===== config.mk =====
export PLATFORM = sky130hd
export DESIGN_NAME = seq_divider
export DESIGN_NICKNAME = d
export VERILOG_FILES = /design/src/rtl/seq_divider.sv
export SDC_FILE = /design/constraint.sdc
export NUM_CORES = 1
export LEC_CHECK = 0
export ABC_AREA = 1
export CORE_MARGIN = 4
export CORE_UTILIZATION = 45
export CTS_BUF_LIST = sky130_fd_sc_hd__clkbuf_8
export DETAILED_ROUTE_END_ITERATION = 12
export PLACE_DENSITY = 0.72
export SKIP_CTS_REPAIR_TIMING = 1
export SLEW_MARGIN = 25
export SYNTH_ARGS = -nofsm -noshare
export SYNTH_HDL_FRONTEND = slang
export SYNTH_SLANG_ARGS = --single-unit
export TNS_END_PERCENT = 30

===== constraint.sdc =====
create_clock -name clk_i -period 3 [get_ports clk_i]
set_input_delay 0.9 -clock clk_i [delete_from_list [all_inputs] [get_ports clk_i]]
set_output_delay 0.9 -clock clk_i [all_outputs]
set_load 0.05 [all_outputs]

===== src/rtl/seq_divider.sv =====
// Multi-cycle restoring divider: one quotient bit per clock, valid/ready in and out.
// Define DIV_SIGNED_EN to add truncating signed division selected per operation by signed_i.
module seq_divider #(
  parameter int WIDTH = 32
) (
  input  logic             clk_i,
  input  logic             rst_i,
  input  logic             valid_i,
  output logic             ready_o,
  input  logic [WIDTH-1:0] dividend_i,
  input  logic [WIDTH-1:0] divisor_i,
  input  logic             signed_i,
  output logic             valid_o,
  input  logic             ready_i,
  output logic [WIDTH-1:0] quotient_o,
  output logic [WIDTH-1:0] remainder_o,
  output logic             div_by_zero_o
);

  localparam int CNT_W = (WIDTH > 2) ? $clog2(WIDTH) : 1;

  localparam logic [1:0] IDLE = 2'd0;
  localparam logic [1:0] BUSY = 2'd1;
  localparam logic [1:0] DONE = 2'd2;

  logic [1:0]       state;
  logic [CNT_W-1:0] cnt;

  // Working registers: partial remainder, dividend shifting into quotient, divisor magnitude
  logic [WIDTH-1:0] rem;
  logic [WIDTH-1:0] dvd;
  logic [WIDTH-1:0] dvs;

  logic [WIDTH-1:0] quotient_q;
  logic [WIDTH-1:0] remainder_q;
  logic             dbz_q;

  logic [WIDTH:0]   shifted;
  logic [WIDTH:0]   trial;
  logic             qbit;
  logic [WIDTH-1:0] rem_nxt;
  logic [WIDTH-1:0] dvd_nxt;
  logic [WIDTH-1:0] op_dividend;
  logic [WIDTH-1:0] op_divisor;
  logic [WIDTH-1:0] res_quotient;
  logic [WIDTH-1:0] res_remainder;

`ifdef DIV_SIGNED_EN
  logic neg_q;
  logic neg_r;

  function automatic logic [WIDTH-1:0] magnitude(input logic signed [WIDTH-1:0] v,
                                                 input logic en);
    if (en && v[WIDTH-1]) begin
      return -v;
    end
    return v;
  endfunction

  function automatic logic [WIDTH-1:0] negate_if(input logic [WIDTH-1:0] v, input logic neg);
    if (neg) begin
      return -v;
    end
    return v;
  endfunction

  assign op_dividend   = magnitude(dividend_i, signed_i);
  assign op_divisor    = magnitude(divisor_i, signed_i);
  assign res_quotient  = negate_if(dvd_nxt, neg_q);
  assign res_remainder = negate_if(rem_nxt, neg_r);
`else
  logic unused_signed;

  assign unused_signed = signed_i;
  assign op_dividend   = dividend_i;
  assign op_divisor    = divisor_i;
  assign res_quotient  = dvd_nxt;
  assign res_remainder = rem_nxt;
`endif

  // One restoring step: shift in the next dividend bit, keep the trial difference if non-negative
  always_comb begin
    shifted = {rem, dvd[WIDTH-1]};
    trial   = shifted - {1'b0, dvs};
    qbit    = ~trial[WIDTH];
    rem_nxt = qbit ? trial[WIDTH-1:0] : shifted[WIDTH-1:0];
    dvd_nxt = {dvd[WIDTH-2:0], qbit};
  end

  always_ff @(posedge clk_i) begin
    if (rst_i) begin
      state       <= IDLE;
      cnt         <= '0;
      quotient_q  <= '0;
      remainder_q <= '0;
      dbz_q       <= 1'b0;
    end else begin
      case (state)
        IDLE: begin
          if (valid_i) begin
            if (divisor_i == '0) begin
              quotient_q  <= '1;
              remainder_q <= dividend_i;
              dbz_q       <= 1'b1;
              state       <= DONE;
            end else begin
              cnt   <= CNT_W'(WIDTH - 1);
              state <= BUSY;
            end
          end
        end
        BUSY: begin
          if (cnt == '0) begin
            quotient_q  <= res_quotient;
            remainder_q <= res_remainder;
            dbz_q       <= 1'b0;
            state       <= DONE;
          end else begin
            cnt <= cnt - CNT_W'(1);
          end
        end
        DONE: begin
          if (ready_i) begin
            state <= IDLE;
          end
        end
        default: state <= IDLE;
      endcase
    end
  end

  always_ff @(posedge clk_i) begin
    if (state == IDLE && valid_i) begin
      rem <= '0;
      dvd <= op_dividend;
      dvs <= op_divisor;
`ifdef DIV_SIGNED_EN
      neg_q <= signed_i && (dividend_i[WIDTH-1] ^ divisor_i[WIDTH-1]);
      neg_r <= signed_i && dividend_i[WIDTH-1];
`endif
    end else if (state == BUSY) begin
      rem <= rem_nxt;
      dvd <= dvd_nxt;
    end
  end

  assign ready_o       = (state == IDLE);
  assign valid_o       = (state == DONE);
  assign quotient_o    = quotient_q;
  assign remainder_o   = remainder_q;
  assign div_by_zero_o = dbz_q;

endmodule


==> results of run 1 <==
-- cell families after synthesis --
| logic type | share of synthesized area |
|---|---|
| AO/OA/AOI/OAI | 0.139 |
| adder cells (fa/ha/maj) | 0.0485 |
| flip-flops | 0.436 |
| buffers and inverters | 0.104 |
| XOR/XNOR | 0.0153 |
| AND/OR/NAND/NOR | 0.257 |
-- report_power, final --
group | total (W) | internal (W) | switching [W]
clock | 0.00165 | 0.000691 | 0.000957
sequential | 0.00374 | 0.00333 | 0.000416
combinational | 0.00649 | 0.00204 | 0.00445
-- worst reg2reg max path: cells and delay by family, from the launching register on --
kind	cells	cell delay (ns)
adders and majority gates	2	0.62
and+or+nand+nor	13	1.40
DFF	1	0.40
AOI/OAI and AO/OA	1	0.15
buffers and inverters	2	0.15
-- layer usage --
| layer | track usage | up-vias |
|---|---|---|
| met5 | 0 | - |
| met4 | 0.0494 | 0 |
| met3 | 0.0389 | 24 |
| met2 | 0.330 | 255 |
| met1 | 0.312 | 3785 |
| li1 | - | 4279 |
-- state kept, by name, summed over array words and instances (netlist names) --
name and flops:
dvs 32, dvd 32, div_by_zero_o 1, cnt 5, state 2, rem 32
quotient_o 32, remainder_o 32
-- final cells by class --
| class | count | area [um^2] |
|---|---|---|
| Fill cell | 1883 | 8550 |
| Multi-Input combinational cell | 834 | 4240 |
| Sequential cell | 168 | 4000 |
| Timing Repair Buffer | 152 | 1540 |
| Inverter | 191 | 717 |
| Tap cell | 265 | 332 |
| Clock buffer | 17 | 234 |
| Clock inverter | 15 | 165 |
-- worst paths after layout --
check                from              to  slack, ns  cells past startpoint
setup reg to reg  dvd[31]  remainder_o[9]       0.21                     18
setup / recovery  dvd[31]  remainder_o[9]       0.21                     18
hold reg to reg    cnt[4]          cnt[4]       0.48                      2
hold / removal     cnt[4]          cnt[4]       0.48                      2
-- cells in the final DEF, fill, tap and decap left out, types with 3 or more instances in the layout --
cell and n:
edfxtp_1 64, clkdlybuf4s50_1 131, nand2_1 334, o21bai_1 4
a22o_1 20, dfxtp_1 104, nor3_1 7, xor2_1 15
nand4_1 7, nand2_2 9, a311oi_1 32, ha_1 34
nor2_1 127, o21ai_0 58, nand3_1 76, buf_12 5
clkinv_4 3, buf_4 13, a21oi_2 4, a21oi_1 86
inv_1 187, inv_2 5, inv_6 4, clkbuf_8 17
-- through the flow --
stage               power, W  worst slack [ns]  TNS, ns  instance area (um^2)  cells
detailed placement    0.0102           -0.0897    -1.31                 10800   1610
global placement      0.0101           -0.0312  -0.0312                 10800   1610
finish                0.0119             0.208        0                 11200   1642
CTS                   0.0119            0.0212        0                 11200   1642
global route          0.0128            0.0153        0                 11200   1642
floorplan            0.00838             0.113        0                  9180   1241
==> impl_metrics.toml, run 1 <==
[die]
dieArea_um2 = 22700
fp.dieW_um = 151
start_util = 0.464
die_h_um = 151
num_rows = 51
io_pins = 136
fp.coreArea_um2 = 19800

[routing]
vias_per_cell = 5.08
wl_met2_mm = 10.6
drtIter0Drc = 686
wl_per_cell_um = 14.8
wl_met3_mm = 1.64
highest_layer = "met4"
vias = 8343
wl_met1_mm = 11.8
drc = 0
drt-total-wl_mm = 24.3
first_pass_iters = 5
ant_nets = 0

[timing]
worst_pin_slew_ns = 0.706
min_period_over_period = 0.931
max_freq_mhz = 358
period_minus_slack_ns = 2.79
finalSetupViolations = 0
rsz0062_at_grt = "false"
holdWs_ns = 0.477
drv_slew = 0
finClkSkew_ns = 0.0115
hold_violations = 0
slew_headroom = 0.529

[worst_setup_path]
cp.arrival_ns = 3.20
path_cells = "inv_1, ha_1, fa_1, inv_1, nand2_1, nand2_1, nand3_1, nand2_2, nand2_2, nand2_4, nand2_2, nand2_2, nand2_2, nand2_4, nand2_1, nand2_1, nand3_1, a21oi_1"
slowest_stage = "edfxtp_1"
required_ns = 3.41
slowest_delay_ns = 0.40
cpMostUsedCell = "nand2_2"
cp_max_fo = 33
path_delay_family = "simple AND/OR/NAND/NOR gates"
path_class = "flop to flop"
critPathLaunchType = "flop"
cp.buffers_inverters = 2
worstSetupEndpointType = "flop"

[synth]
yosys-top-cells-count = "nand2_1, inv_1, nor2_1"
ys_ff_latch = 168
netlist_area_um2 = 9180
yosys.cell_types.count = 36
avgSynthCellArea_um2 = 7.40
synth_cells = 1241
yosysMostFrequentCell = "nand2_1"
synth_top_area_frac = 0.227
yosys_most_used_dff = "dfxtp_1"
ys_seq_area_frac = 0.436
synth-warning-count = 0
synth_edf_count = 64
synth-async-reset-ratio = 0
syn-num-nets = 1345
yosysTopAreaCell = "dfxtp_1"
ys_top_cells_by_area = "dfxtp_1, edfxtp_1, nand2_1"

[run]
maxCapViolations = 0

[global_route]
grt_start_max_net_pins = 66
grt_pass1_vias = 7621
antenna_found_initial = 0
grt-ovfl-total = 0
grt_util_all_layers = 0.213
grt_pass1_wl_mm = 38.3

[clock_tree]
worstSkewPairLatency_ns = 0.47
clock_path_buffers = 2
cts.sinks = 168
clk_pin_slew_ns = 0.10
cts_tree = "yes"
cts_made_buffers = 17
cts-htree-levels = 4
root_buffer = "clkbuf_8"

[min_path]
hold_class = "flop to flop"

[cells_and_area]
synthToLayoutAreaGrowth_pct = 22.3
layout-drive-gt1-share = 0.0559
nets = 1468
final_util = 0.568
antennaDiodeCount = 0

[power_and_ir_drop]
p_per_area_nw_per_um2 = 1060
ir_worst_vdd_uv = 439
p_leak_nw = 5.13

[placement]
portBuffers = 134
place.gp.congestion = 0.865
dp_hpwl_mm = 18.2

[run_status]
status = "complete, no violations"
No activity file was read; power rests on OpenSTA's default activity.
==> run 2: changes to the inputs <==
PLACE_DENSITY = 0.69   (was 0.72)
clock period = 2.65 ns   (was 3 ns; I/O delays follow)
==> run 2 against run 1 <==
Net effect:
- sequential power grew 14%
- worst setup slack got worse by 0.10 ns
- utilization increased by 2.7 points
- cell area is 4.8% higher
- total power grew 19%
==> impl_metrics.toml, run 2 (synthesis gave the netlist of run 1 again) <==
[run_status]
status = "complete, no violations"

[routing]
ant_nets = 0
vias_per_cell = 5.10
first_pass_iters = 5
drtIter0Drc = 634
vias = 8570
drt-total-wl_mm = 24.9
wl_per_cell_um = 14.8
drc = 0

[placement]
dp_hpwl_mm = 18.7
portBuffers = 134
place.gp.congestion = 0.942
place_inst = 1640
placed_cell_area_um2 = 11100
place_ws_ns = -0.292

[die]
die_h_um = 151
dieArea_um2 = 22700
fp.dieW_um = 151
fp.coreArea_um2 = 19800
io_pins = 136
num_rows = 51
start_util = 0.464

[worst_setup_path]
critPathLaunchType = "flop"
required_ns = 3.06
path_class = "flop to flop"
cp.arrival_ns = 2.95
worstSetupEndpointType = "flop"
cp_max_fo = 8

[clock_tree]
worstSkewPairLatency_ns = 0.48
cts_tree = "yes"
root_buffer = "clkbuf_8"
cts.sinks = 168
cts_made_buffers = 17
cts-htree-levels = 4
clk_pin_slew_ns = 0.09
clock_path_buffers = 2

[timing]
min_period_over_period = 0.961
fin_ws_ns = 0.105
worst_pin_slew_ns = 0.788
period_minus_slack_ns = 2.55
hold_violations = 0
max_freq_mhz = 393
finClkSkew_ns = 0.0124
rsz0062_at_grt = "true"
drv_slew = 0
finalSetupViolations = 0
slew_headroom = 0.475

[cells_and_area]
layout-drive-gt1-share = 0.112
fin_cells = 1682
nets = 1508
synthToLayoutAreaGrowth_pct = 28.1
final_area_um2 = 11800
layout_common_cells = "nand2_1, inv_1, clkdlybuf4s50_1, nor2_1, dfxtp_1"
antennaDiodeCount = 0
final_util = 0.595
layout_commonest_cell = "nand2_1"

[power_and_ir_drop]
ir_worst_vdd_uv = 488
p_leak_nw = 5.34
p_per_area_nw_per_um2 = 1210
power.total_w = 0.0142

[global_route]
grt_pass1_wl_mm = 39.3
antenna_found_initial = 0
grt_pass1_vias = 7915
grt_start_max_net_pins = 70
grt-ovfl-total = 0
grt_util_all_layers = 0.217

[run]
maxCapViolations = 0

[min_path]
hold_class = "flop to flop"
## run 2: changes by cell type in the layout (fill, tap and decap cells not counted), moves of 3 or more
cell / delta
nand2_1: -14
nand2_4: +3
nand2_2: +11
buf_4: +33
nand3_2: +11
a21oi_2: +9
buf_6: +4
a21oi_1: -10
nand3_1: -11
buf_12: +3
## run 2: worst paths after layout
path                                   endpoint  slack [ns]  cells after the start  startpoint
worst min-delay path                     cnt[0]        0.47                      2      cnt[0]
worst max register to register  remainder_o[14]        0.10                     18      dvs[0]
worst max-delay path            remainder_o[14]        0.10                     18      dvs[0]
worst min register to register           cnt[0]        0.47                      2      cnt[0]
## run 2: area by class of cell
class                           count  area (um^2)
Multi-Input combinational cell    834         4400
Clock inverter                     15          165
Timing Repair Buffer              192         1920
Fill cell                        1872         8020
Clock buffer                       17          234
Tap cell                          265          332
Sequential cell                   168         4000
Inverter                          191          717
## run 2: metal layers
| layer | routed length, um | part of all wire | GRT usage |
|---|---|---|---|
| met1 | 11400 | 0.46 | 0.313 |
| met2 | 11300 | 0.45 | 0.345 |
| met3 | 1890 | 0.076 | 0.0389 |
| met4 | 246 | 0.0099 | 0.0440 |
| met5 | 0 | 0 | 0 |
## run 2: worst max-delay path, cell delays in order (launching register included)
cell and delay (ns):
edfxtp_1 0.42, ha_2 0.23, fa_2 0.41, inv_2 0.07, nand2_1 0.06, nand2_2 0.08
nand3_2 0.06, nand2_2 0.08, nand2_2 0.06, nand2_4 0.07, nand2_4 0.07, nand2_4 0.09
nand2_2 0.07, nand2_4 0.14, buf_12 0.14, nand2_1 0.07, nand2_2 0.11, nand3_2 0.07
a21oi_2 0.17
## run 2: through the flow
| stage | hold WS (ns) | TNS (ns) |
|---|---|---|
| 3_3_place_gp | 0.452 | -12.84 |
| 3_5_place_dp | 0.454 | -15.14 |
| 2_1_floorplan | 0.439 | 0 |
| 5_1_grt | 0.485 | -0.531 |
| 6_report | 0.470 | 0 |
| 4_1_cts | 0.467 | 0 |
## run 2: report_power, final
part           internal (W)  switching (W)
Clock              0.000782        0.00108
Combinational       0.00278        0.00528
Sequential          0.00377       0.000480
==> run 3: changes to the inputs <==
CORE_MARGIN = 2   (was 4)
==> run 3 against run 2 <==
Net effect:
- non-clock buffer count down 12
- cell area down 1.4%
- critical path depth unchanged
- count of clock-buffer cells in the layout unchanged
- critical path type unchanged
- total power down 1.4%
- final cell count down 0.42%
- largest cell class unchanged
- worst setup slack better by 0.0061 ns
- clock power about the same
- first-iteration DRC count down 22%
==> impl_metrics.toml, run 3 (synthesis gave the netlist of run 1 again) <==
[placement]
place_ws_ns = -0.313
dp_hpwl_mm = 18.4
place_inst = 1639
portBuffers = 134
place.gp.congestion = 0.954

[clock_tree]
cts_tree = "yes"
worstSkewPairLatency_ns = 0.47
clock_path_buffers = 2
root_buffer = "clkbuf_8"
clk_pin_slew_ns = 0.10
cts_made_buffers = 17
cts.sinks = 168
cts-htree-levels = 4

[timing]
slew_headroom = 0.514
drv_slew = 0
finalSetupViolations = 0
hold_violations = 0
finClkSkew_ns = 0.0133
worst_pin_slew_ns = 0.729
max_freq_mhz = 394
fin_ws_ns = 0.111
tns_ns = 0
min_period_over_period = 0.958
period_minus_slack_ns = 2.54

[routing]
first_pass_iters = 5
wl_per_cell_um = 14.5
drc = 0
vias = 8497
drtIter0Drc = 496
vias_per_cell = 5.07
drt-total-wl_mm = 24.3
ant_nets = 0

[worst_setup_path]
worstSetupEndpointType = "flop"
path_class = "flop to flop"
path_cells = "ha_2, fa_2, inv_2, nand2_1, nand2_2, nand3_2, nand2_2, nand2_2, nand2_4, nand2_4, nand2_4, nand2_4, nand2_8, clkbuf_16, nand2_1, nand2_2, nand3_1, a21oi_1"
r2r_slack_ns = 0.11
r2r_end = "remainder_o[14]"
cp_max_fo = 6
reg2reg_depth = 18
required_ns = 3.05
slowest_delay_ns = 0.45
slowest_stage = "edfxtp_1"
critPathLaunchType = "flop"
cp.arrival_ns = 2.94
r2r-start = "dvs[0]"

[die]
io_pins = 136
fp.dieW_um = 147
num_rows = 52
fp.coreArea_um2 = 20100
start_util = 0.457
die_h_um = 147
dieArea_um2 = 21600

[cells_and_area]
synthToLayoutAreaGrowth_pct = 26.4
nFillCells = 1864
layout_commonest_cell = "nand2_1"
fin_cells = 1675
nets = 1496
antennaDiodeCount = 0
layout-drive-gt1-share = 0.0890
layout_common_cells = "nand2_1, inv_1, clkdlybuf4s50_1, nor2_1, dfxtp_1"

[run]
maxCapViolations = 0

[power_and_ir_drop]
pwr-share-seq = 0.304
power.total_w = 0.0140
ir_worst_vdd_uv = 511
pwr-share-comb = 0.563
p_leak_nw = 5.28
switchingPower_w = 0.00674
p_clk_frac = 0.133
switching_share = 0.482
p_per_area_nw_per_um2 = 1200
power.internal_w = 0.00723

[min_path]
holdPathStages = 2
worstHoldStart = "cnt[4]"
hold-path-endpoint = "cnt[4]"
hold_class = "flop to flop"

[global_route]
grt-ovfl-total = 0
grt_util_all_layers = 0.225
antenna_found_initial = 0
grt_pass1_wl_mm = 39.1
grt_pass1_vias = 7716
grt_start_max_net_pins = 71

[run_status]
status = "complete, no violations"
-- run 3: cell type report --
| cell class | count | area [um^2] | share of cell area |
|---|---|---|---|
| Sequential cell | 168 | 4000 | 0.345 |
| Timing Repair Buffer | 180 | 1830 | 0.158 |
| Tap cell | 270 | 338 | 0.0291 |
| Clock buffer | 17 | 234 | 0.0202 |
| Multi-Input combinational cell | 834 | 4320 | 0.372 |
| Inverter | 191 | 717 | 0.0618 |
| Clock inverter | 15 | 165 | 0.0142 |
-- run 3: worst max path at each step --
stage / cells past startpoint / from / end
floorplan: 5 / valid_i / dvd[0]
global placement: 11 / divisor_i[1] / cnt[3]
detailed placement: 11 / divisor_i[0] / cnt[3]
CTS: 18 / dvs[0] / remainder_o[19]
global route: 18 / dvs[0] / remainder_o[9]
finish: 18 / dvs[0] / remainder_o[14]
-- run 3: power groups by stage --
stage / Clock [W] / Combinational (W) / Sequential [W]
finish: 0.00186 / 0.00787 / 0.00424
global route: 0.00200 / 0.00862 / 0.00435
CTS: 0.00189 / 0.00757 / 0.00424
detailed placement: 0 / 0.00754 / 0.00429
global placement: 0 / 0.00747 / 0.00427
floorplan: 0 / 0.00417 / 0.00531
-- run 3: layer usage --
metal | vias up | routed length (um) | GRT usage
met4 | 0 | 429 | 0.0510
met3 | 30 | 1210 | 0.0323
met2 | 248 | 10800 | 0.358
li1 | 4332 | - | -
met1 | 3887 | 11900 | 0.326
met5 | - | 0 | 0
-- run 3: critical path: cells and delay by family (launching register included) --
family | cells | cell delay [ns]
and+or+nand+nor | 13 | 1.01
adders and majority gates | 2 | 0.58
DFF | 1 | 0.45
buffers and inverters | 2 | 0.23
AOI/OAI and AO/OA | 1 | 0.17
-- run 3: metrics by stage --
stage,instance area (um^2),util,hold WS [ns]
after floorplan,9180,-,0.439
after global placement,11000,0.549,0.453
after detailed placement,11000,0.549,0.460
after CTS,11400,0.569,0.473
after global routing,11600,0.577,0.487
final,11600,0.577,0.468
